File: config.mk
export PLATFORM = sky130hd
export DESIGN_NAME = cpu_bus_master
export DESIGN_NICKNAME = d
export VERILOG_FILES = /design/src/rtl/tf_bus_pkg.sv /design/src/rtl/sync_ff.sv /design/src/rtl/cpu_bus_master.sv
export SDC_FILE = /design/constraint.sdc
export NUM_CORES = 1
export LEC_CHECK = 0
export ABC_AREA = 1
export CAP_MARGIN = 20
export CORE_MARGIN = 2
export CORE_UTILIZATION = 35
export DETAILED_ROUTE_END_ITERATION = 16
export GPL_TIMING_DRIVEN = 0
export PLACE_DENSITY = 0.69
export SLEW_MARGIN = 40
export SYNTH_ARGS = -nofsm -noshare
export SYNTH_HDL_FRONTEND = slang
export SYNTH_SLANG_ARGS = --single-unit
File: constraint.sdc
create_clock -name CLKCPU -period 3.25 [get_ports CLKCPU]
set_input_delay 0.4875 -clock CLKCPU [delete_from_list [all_inputs] [get_ports CLKCPU]]
set_output_delay 0.4875 -clock CLKCPU [all_outputs]
set_load 0.1 [all_outputs]
File: src/rtl/tf_bus_pkg.sv
// tf_bus_pkg: shared state encoding, SIZ codes and lane helpers for the
// 68030-style bus master.
package tf_bus_pkg;

  // Bus master sequencer states
  typedef enum logic [2:0] {
    IDLE = 3'd0,
    ADDR = 3'd1,
    STRB = 3'd2,
    WAIT = 3'd3,
    TERM = 3'd4,
    DONE = 3'd5
  } bus_state_e;

  // 68030 SIZ pin coding
  localparam logic [1:0] SIZ_LONG = 2'd0;
  localparam logic [1:0] SIZ_BYTE = 2'd1;
  localparam logic [1:0] SIZ_WORD = 2'd2;

  // Byte transfers keep the exact byte address; word and long transfers are
  // always issued on an even address because the low bit carries no meaning.
  function automatic logic [31:0] alignAddr(input logic [31:0] addr,
                                            input logic [1:0]  siz);
    logic [31:0] aligned;
    if (siz == SIZ_BYTE) begin
      aligned = addr;
    end else begin
      aligned = {addr[31:1], 1'b0};
    end
    return aligned;
  endfunction

  // Data presented on the 16-bit bus for one bus cycle. Bytes go out on both
  // lanes so the slave can pick whichever lane A[0] selects; a long sends its
  // upper word first.
  function automatic logic [15:0] laneWriteData(input logic [1:0]  siz,
                                                input logic        secondHalf,
                                                input logic [31:0] wdata);
    logic [15:0] lanes;
    case (siz)
      SIZ_BYTE: lanes = {wdata[7:0], wdata[7:0]};
      SIZ_LONG: lanes = secondHalf ? wdata[15:0] : wdata[31:16];
      default:  lanes = wdata[15:0];
    endcase
    return lanes;
  endfunction

  // Right-justified read result after capturing one bus word. An even byte
  // address reads the upper lane, an odd one the lower lane. For a long the
  // first capture lands in the upper half and the second keeps it.
  function automatic logic [31:0] mergeReadData(input logic [1:0]  siz,
                                                input logic        secondHalf,
                                                input logic        addrLsb,
                                                input logic [15:0] din,
                                                input logic [15:0] prevUpper);
    logic [31:0] merged;
    case (siz)
      SIZ_BYTE: merged = {24'h000000, (addrLsb ? din[7:0] : din[15:8])};
      SIZ_LONG: merged = secondHalf ? {prevUpper, din} : {din, 16'h0000};
      default:  merged = {16'h0000, din};
    endcase
    return merged;
  endfunction

endpackage

File: src/rtl/sync_ff.sv
// sync_ff: plain flop chain for bringing an asynchronous signal into the
// local clock domain. Resets to RESET_VALUE so active-low inputs start idle.
module sync_ff #(
  parameter int               WIDTH       = 1,
  parameter int               DEPTH       = 2,
  parameter logic [WIDTH-1:0] RESET_VALUE = '1
) (
  input  logic             clk_i,
  input  logic             rst_i,
  input  logic [WIDTH-1:0] d_i,
  output logic [WIDTH-1:0] q_o
);

  logic [WIDTH-1:0] stage_q [DEPTH];

  // Shift the raw input through DEPTH flops; only the last one is used
  always_ff @(posedge clk_i) begin
    if (rst_i) begin
      for (int i = 0; i < DEPTH; i++) begin
        stage_q[i] <= RESET_VALUE;
      end
    end else begin
      stage_q[0] <= d_i;
      for (int i = 1; i < DEPTH; i++) begin
        stage_q[i] <= stage_q[i-1];
      end
    end
  end

  assign q_o = stage_q[DEPTH-1];

endmodule

File: src/rtl/cpu_bus_master.sv
// cpu_bus_master: turns single request/response transfers into 68030-style
// bus cycles on a 16-bit data bus. Longs are split into two word cycles and a
// slave that never terminates is abandoned after TIMEOUT wait cycles.
module cpu_bus_master
  import tf_bus_pkg::*;
#(
  parameter int TIMEOUT    = 64,
  parameter int DTACK_SYNC = 2
) (
  input  logic        CLKCPU,
  input  logic        RESET,
  input  logic        req_valid,
  output logic        req_ready,
  input  logic [31:0] req_addr,
  input  logic [1:0]  req_size,
  input  logic        req_rw,
  input  logic [31:0] req_wdata,
  output logic        resp_valid,
  output logic [31:0] resp_rdata,
  output logic        resp_err,
  output logic [31:0] A,
  output logic [1:0]  SIZ,
  output logic        RW20,
  output logic        AS20,
  output logic        DS20,
  output logic [15:0] D_OUT,
  output logic        D_OE,
  input  logic [15:0] D_IN,
  input  logic        STERM,
  input  logic        DTACK
);

  localparam int               CNT_W     = (TIMEOUT > 1) ? $clog2(TIMEOUT) : 1;
  localparam logic [CNT_W-1:0] WAIT_LAST = CNT_W'(TIMEOUT - 1);

  bus_state_e       state_q, state_d;
  logic [1:0]       reqSize_q, reqSize_d;
  logic [31:0]      reqWdata_q, reqWdata_d;
  logic             secondHalf_q, secondHalf_d;
  logic             err_q, err_d;
  logic [CNT_W-1:0] waitCnt_q, waitCnt_d;
  logic [31:0]      busAddr_q, busAddr_d;
  logic [1:0]       busSiz_q, busSiz_d;
  logic             busRw_q, busRw_d;
  logic [15:0]      dOut_q, dOut_d;
  logic [31:0]      rdata_q, rdata_d;

  logic dtackSync;
  logic termSeen;
  logic waitExpired;
  logic acceptReq;
  logic longPending;

  sync_ff #(
    .WIDTH      (1),
    .DEPTH      (DTACK_SYNC),
    .RESET_VALUE(1'b1)
  ) u_dtackSync (
    .clk_i(CLKCPU),
    .rst_i(RESET),
    .d_i  (DTACK),
    .q_o  (dtackSync)
  );

  // STERM is already synchronous; DTACK only counts once it has cleared the
  // synchroniser. Both low together is still a single termination.
  assign termSeen    = !STERM || !dtackSync;
  assign waitExpired = (waitCnt_q == WAIT_LAST);
  assign acceptReq   = (state_q == IDLE) && req_valid;
  assign longPending = (reqSize_q == SIZ_LONG) && !secondHalf_q && !err_q;

  // State register
  always_ff @(posedge CLKCPU) begin
    if (RESET) begin
      state_q <= IDLE;
    end else begin
      state_q <= state_d;
    end
  end

  // Next-state logic: terminations are only looked at in WAIT, so anything
  // arriving during ADDR or STRB is ignored
  always_comb begin
    state_d = state_q;
    case (state_q)
      IDLE: begin
        if (req_valid) begin
          state_d = ADDR;
        end
      end
      ADDR: state_d = STRB;
      STRB: state_d = WAIT;
      WAIT: begin
        if (termSeen || waitExpired) begin
          state_d = TERM;
        end
      end
      TERM: begin
        if (longPending) begin
          state_d = ADDR;
        end else begin
          state_d = DONE;
        end
      end
      DONE:    state_d = IDLE;
      default: state_d = IDLE;
    endcase
  end

  // Strobe, handshake and drive-enable outputs decoded from the state. Reads
  // assert DS20 together with AS20; writes hold DS20 back until WAIT so the
  // data has settled. D_OE covers ADDR through TERM of a write.
  always_comb begin
    req_ready  = 1'b0;
    resp_valid = 1'b0;
    resp_err   = 1'b0;
    AS20       = 1'b1;
    DS20       = 1'b1;
    D_OE       = 1'b0;
    case (state_q)
      IDLE: req_ready = 1'b1;
      ADDR: D_OE = !busRw_q;
      STRB: begin
        AS20 = 1'b0;
        DS20 = !busRw_q;
        D_OE = !busRw_q;
      end
      WAIT: begin
        AS20 = 1'b0;
        DS20 = 1'b0;
        D_OE = !busRw_q;
      end
      TERM: D_OE = !busRw_q;
      DONE: begin
        resp_valid = 1'b1;
        resp_err   = err_q;
      end
      default: begin
        req_ready  = 1'b0;
        resp_valid = 1'b0;
      end
    endcase
  end

  // Datapath next values: latch the request on accept, step to the second
  // word of a long, count wait states and capture read data on termination
  always_comb begin
    reqSize_d    = reqSize_q;
    reqWdata_d   = reqWdata_q;
    secondHalf_d = secondHalf_q;
    err_d        = err_q;
    waitCnt_d    = waitCnt_q;
    busAddr_d    = busAddr_q;
    busSiz_d     = busSiz_q;
    busRw_d      = busRw_q;
    dOut_d       = dOut_q;
    rdata_d      = rdata_q;

    if (acceptReq) begin
      reqSize_d    = req_size;
      reqWdata_d   = req_wdata;
      secondHalf_d = 1'b0;
      err_d        = 1'b0;
      busAddr_d    = alignAddr(req_addr, req_size);
      busSiz_d     = req_size;
      busRw_d      = req_rw;
      dOut_d       = laneWriteData(req_size, 1'b0, req_wdata);
    end

    if (state_q == STRB) begin
      waitCnt_d = '0;
    end

    if (state_q == WAIT) begin
      waitCnt_d = waitCnt_q + 1'b1;
      if (termSeen) begin
        if (busRw_q) begin
          rdata_d = mergeReadData(reqSize_q, secondHalf_q, busAddr_q[0],
                                  D_IN, rdata_q[31:16]);
        end
      end else if (waitExpired) begin
        err_d = 1'b1;
      end
    end

    // The address wraps naturally at 32 bits when the long straddles the top
    if ((state_q == TERM) && longPending) begin
      secondHalf_d = 1'b1;
      busAddr_d    = busAddr_q + 32'd2;
      busSiz_d     = SIZ_WORD;
      dOut_d       = laneWriteData(SIZ_LONG, 1'b1, reqWdata_q);
    end
  end

  // Datapath registers; bus direction idles as read
  always_ff @(posedge CLKCPU) begin
    if (RESET) begin
      reqSize_q    <= SIZ_LONG;
      reqWdata_q   <= '0;
      secondHalf_q <= 1'b0;
      err_q        <= 1'b0;
      waitCnt_q    <= '0;
      busAddr_q    <= '0;
      busSiz_q     <= 2'b00;
      busRw_q      <= 1'b1;
      dOut_q       <= '0;
      rdata_q      <= '0;
    end else begin
      reqSize_q    <= reqSize_d;
      reqWdata_q   <= reqWdata_d;
      secondHalf_q <= secondHalf_d;
      err_q        <= err_d;
      waitCnt_q    <= waitCnt_d;
      busAddr_q    <= busAddr_d;
      busSiz_q     <= busSiz_d;
      busRw_q      <= busRw_d;
      dOut_q       <= dOut_d;
      rdata_q      <= rdata_d;
    end
  end

  assign A          = busAddr_q;
  assign SIZ        = busSiz_q;
  assign RW20       = busRw_q;
  assign D_OUT      = dOut_q;
  assign resp_rdata = rdata_q;

endmodule

---- After elaboration in Yosys (flattened, before gate mapping) ----
Memories as Yosys holds them, arrays and structs flattened.
Index checks and enable logic that the tools add are counted.
storage, ports and cells
  register bits ........................... 112
  bits in latches ......................... 0
  memory bits (writable) .................. 2
  memory bits (read-only) ................. 0
  input bits .............................. 88
  output and inout bits ................... 89
  word-level logic and storage cells ...... 85
  memories kept ........................... 1
cells by class
  $add $sub $neg .......................... 2
  multiply operators ...................... 0
  div/mod/pow operators ................... 0
  order comparisons ....................... 0
  equal/unequal tests ..................... 11
  shift operators ......................... 0
  muxes and demuxes ....................... 34
  bitwise logic cells ..................... 2
  reduce and logical (&&, ||, !) cells .... 22
memories
  name                 depth  width  rd ports  clocked after memory_dff  wr ports  RTL line       RTL
  u_dtackSync.stage_q  2      1      2         0                         2         sync_ff.sv:14  logic [WIDTH-1:0] stage_q [DEPTH];
operators with widths
  operator                                                         number
  32-bit 2-to-1 mux                                                3
  32-bit case mux with 2 select lines                              1
  32-bit by 2-bit adder with 32-bit output, second input constant  1
  16-bit 2-to-1 mux                                                2
  16-bit case mux with 2 select lines                              1
  1-bit 2-to-1 mux                                                 17
  3-bit case mux with 5 select lines                               1
  6-bit 2-to-1 mux                                                 2
  3-bit 2-to-1 mux                                                 3
  8-bit 2-to-1 mux                                                 1
  6-bit by 1-bit adder with 6-bit output, second input constant    1
  3-bit by 2-bit == test with 1-bit output, second input constant  2
  3-bit == test, second input constant                             2
  6-bit == test, second input constant                             1
  2-bit != test, second input constant                             3
  1-bit zero test                                                  5
  2-bit by 1-bit == test with 1-bit output, second input constant  2
  1-bit logical AND                                                4
  2-bit zero test                                                  2
  2-bit 2-to-1 mux                                                 2
  4-bit AND reduction                                              1
  2-bit nonzero test                                               2
  2-bit OR reduction                                               2
  4-bit OR reduction                                               1
  7 further kinds                                                  9

---- Depth between registers and ports, before layout ----
  depth in word-level cells ............... 6
  mapped depth ............................ 11
  depth with buffers taken out ............ 10

---- By module ----
From an unflattened synthesis, not the netlist that was laid out.
second synthesis, totals
  cells, all modules ...................... 893
  area, all modules ....................... 5765.5 µm²
modules (own cells, without submodules)
  module          times used  cells each  area each (µm²)  seq. area each (µm²)
  cpu_bus_master  1           886         5706.7           2242.2
  sync_ff         1           7           58.8             40.0

---- Worst setup path after synthesis ----
OpenSTA, ideal clock, no wires.
  path type ............................... flip-flop to output port
  start ................................... register state_q[2]
  end ..................................... output resp_err
  arrival time ............................ 3474 ps
  required time ........................... 2762 ps
  setup slack ............................. -711 ps
  cell stages (with the launch flop) ...... 4
  path buffers ............................ 1
  path through ............................ dfxtp_1 > buf_2 > inv_1 > nor4_1
on the way
  word-level cells in the longest chain between the ends .. 2
RTL lines
  element                 RTL line               RTL
  from (decl)             cpu_bus_master.sv:36   bus_state_e state_q, state_d;
  from (signal assigned)  cpu_bus_master.sv:77   state_q <= state_d;
  3-bit == test           cpu_bus_master.sv:120  case (state_q)
  1-bit 2-to-1 mux        cpu_bus_master.sv:120
  to (decl)               cpu_bus_master.sv:20   output logic resp_err,
No other way between the ends.

---- Worst setup path after layout ----
Ends and elaborated chain as after synthesis.

==> results.yml <==
yosys:
  synth_edf_count: 0
  yosys-top-cells-area: "dfxtp_1, nand2_1, a21oi_1, nor2_1, inv_1"
  ys_types: 40
  synth_xor_area_share_pct: 1.07
  synthMuxAreaShare_pct: 0.393
  synthAdderAreaFrac_pct: 0.437
  syn_nets: 950
  synth-async-reset-ratio_pct: 0
  avgSynthCellArea_um2: 6.66
  syn-instance-count: 860
  synth_seq_cells: 114
  yosys_warnings: 0
  synth-main-ff-cell: "dfxtp_1"
  synth_top_cell_by_area: "dfxtp_1"
  synth_top_family_by_area: "simple AND/OR/NAND/NOR gates"
  synth_compound_area_share_pct: 19.0
  synth_top_area_share_pct: 39.9
  synth_simple_gate_area_share_pct: 30.4
  syn-cell-area_mm2: 0.00573
  yosysSeqAreaShare_pct: 39.9
cells_and_area:
  drive_above_1_share_pct: 15.2
  final-seq-area_mm2: 0.00228
  syn_to_final_growth_pct: 37.7
  fillerInstances: 1658
  n_antenna_cell: 0
  multi_input_comb_area_mm2: 0.00295
  final_nets: 1143
timing:
  slew_headroom_pct: 52.3
  tightestPinTransition_ns: 0.716
  period_minus_slack_ns: 2.30
  setup_viol: 0
  drv_slew: 0
  fmax_ghz: 0.435
  period_share_pct: 70.7
  setup_tns_ns: 0
  grt_setup_unrepaired: "false"
  clock_skew_ns: 0.00877
  finalHoldViolCount: 0
floorplanning:
  die_h_um: 132
  rows: 46
  die_w_um: 132
  start_util_pct: 35.9
  fp.coreArea_mm2: 0.0159
  io_pins: 177
  die_area_mm2: 0.0174
setup_path:
  cp.required_ns: 2.76
  slowest_delay_ns: 0.48
  worst-r2r-cell-count: 10
  r2r_setup_slack_ns: 1.38
  crit_chain: "buf_2 > inv_1 > nor4_2 > buf_2"
  worstSetupEndpointType: "primary output"
  path_max_fanout: 7
  cp_slowest_cell: "buf_2"
  path_common_cell: "buf_2"
  arrival_ns: 1.81
  path_class: "reg -> out"
  r2r_start: "A[1]"
  start_kind: "register"
  r2r_end: "A[29]"
clocking:
  ctsHtreeMaxLevel: 4
  cts_sinks: 114
  clock_path_buffers: 2
  post-cts-setup-buffers: 0
  clk_latency_ns: 0.42
  cts.clk_slew.worst_paths_ns: 0.05
  clockRootBuffer: "clkbuf_16"
  ctsHoldBuffers: 0
  numCtsBuffers: 17
  ctsResizeCount: 0
  cts_tree: "done"
power:
  intPower_mw: 3.04
  seq_power_share_pct: 33.5
  p_leak_nw: 3.34
  power_switching_mw: 1.75
  power_density_mw_per_mm2: 607
  ir_worst_vdd_mv: 0.405
  pwr-share-comb_pct: 27.9
  swShare_pct: 36.5
  clockPowerShare_pct: 38.6
  fin_total_pwr_mw: 4.79
route:
  drc: 0
  dr.pass1.iters: 7
  wl_per_cell_um: 15.2
  routed_wl_um: 19500
  postRouteAntennaNets: 0
  via_per_inst: 4.96
  drt_iter0_drc: 474
  vias: 6351
grt:
  grtUsageMet3_pct: 4.46
  overflow: 0
  antenna_found_initial: 0
  grt_max_degree: 17
  grtUsageMet1_pct: 29.9
  grt_pass1_wl_um: 30900
  grt_pass1_vias: 5821
  grt.met2_usage_pct: 35.1
  grt_use_total_pct: 22.3
  top_usage_layer: "met2"
place:
  globalplace.congestion: 0.909
  dp_hpwl_um: 14800
  portBuffers: 174
worst_hold_path:
  hp-class: "reg -> reg"
  min_from: "u_dtackSync.stage_q[0][0]"
  hold_end: "u_dtackSync.stage_q[0][1]"
  worstHoldPathCells: 1
run_status:
  outcome: "finished clean"
flow_run:
  drv_cap: 0
[cell type report]
class                   instances  area share (%)
multi-input cells             629            37.4
repair buffers                174            16.4
clock inverters                 4           0.920
clock buffers                  26            6.46
inverters                      77            3.76
well taps                     216            3.43
flip-flops and latches        114            28.9
plain buffers                  40            2.67
[Yosys cell counts (8+ instances only)]
library cell	n
nand2_1	261
o21ai_0	52
a31oi_1	11
a221oi_1	8
dfxtp_1	114
buf_2	15
clkbuf_1	16
a21oi_1	100
nor2_1	99
nand3_1	38
inv_1	73
[critical path, delay by kind of cell (launching register included)]
family	cells	cell delay, ns
and+or+nand+nor	1	0.26
DFF	1	0.30
buffers and inverters	3	0.84
[cell usage in the layout (no fill, tap or decap), drive strengths merged, types with 3 or more instances in the layout]
master,instances
o211ai,6
nor2,106
inv,77
a22o,5
clkbuf,42
a221oi,8
a211oi,3
a31oi,11
clkdlybuf4s50,85
nand2,264
o21ai,56
dfxtp,114
buf,113
nand4,5
nand3,39
nor3,5
xor2,6
or2,3
a21oi,101
[power by group through the flow]
stage / clock, mW / combinational [mW] / sequential [mW]
after detailed placement: 0 / 1.33 / 1.63
after global routing: 1.93 / 1.42 / 1.62
after global placement: 0 / 1.40 / 1.63
final: 1.85 / 1.34 / 1.60
after CTS: 1.87 / 1.33 / 1.60
after floorplan: 0 / 0.452 / 2.16
[per-stage QoR]
stage / hold WS (ns) / cells / cell area [um^2] / setup WS [ns] / util, %
floorplan: 0.389 / 860 / 5740 / 0.113 / -
global placement: 0.394 / 1250 / 7750 / 0.664 / 48.6
detailed placement: 0.396 / 1250 / 7300 / 0.992 / 45.8
CTS: 0.412 / 1280 / 7890 / 0.943 / 49.5
global route: 0.430 / 1280 / 7890 / 0.830 / 49.5
finish: 0.411 / 1280 / 7890 / 0.951 / 49.5
[state kept, by name, summed over array words and instances, names as in the netlist]
signal / flops
secondHalf_q: 1
u_dtackSync.stage_q: 2
state_q: 3
reqSize_q: 2
reqWdata_q: 16
SIZ: 2
resp_rdata: 32
A: 32
RW20: 1
D_OUT: 16
err_q: 1
waitCnt_q: 6
[per-layer routing]
| layer | share of wire (%) | vias to the layer above | routed length, um |
|---|---|---|---|
| met5 | 0 | - | 0 |
| met4 | 2.6 | 0 | 507 |
| met3 | 6.9 | 34 | 1340 |
| met2 | 45 | 235 | 8820 |
| met1 | 45 | 2886 | 8810 |
| li1 | - | 3196 | - |
[how the worst max path moves through the flow]
stage | startpoint | to | slack (ns) | cells past startpoint
after floorplan | state_q[2] | resp_valid | 0.11 | 3
after global placement | state_q[2] | resp_err | 0.66 | 4
after detailed placement | RESET | resp_rdata[29] | 0.99 | 4
after CTS | state_q[2] | resp_err | 0.94 | 4
after global routing | state_q[2] | resp_err | 0.83 | 4
final | state_q[2] | resp_err | 0.95 | 4
[kinds of logic (layout without fill, tap and decap cells)]
group,Yosys count,count (layout)
and+or+nand+nor,423,423
AOI/OAI and AO/OA,195,195
buffers and inverters,117,321
DFF,114,114
xor gates and xnor gates,7,7
adders and majority gates,2,2
muxes,2,2
Note: power is estimated with default switching activity, not from simulation.
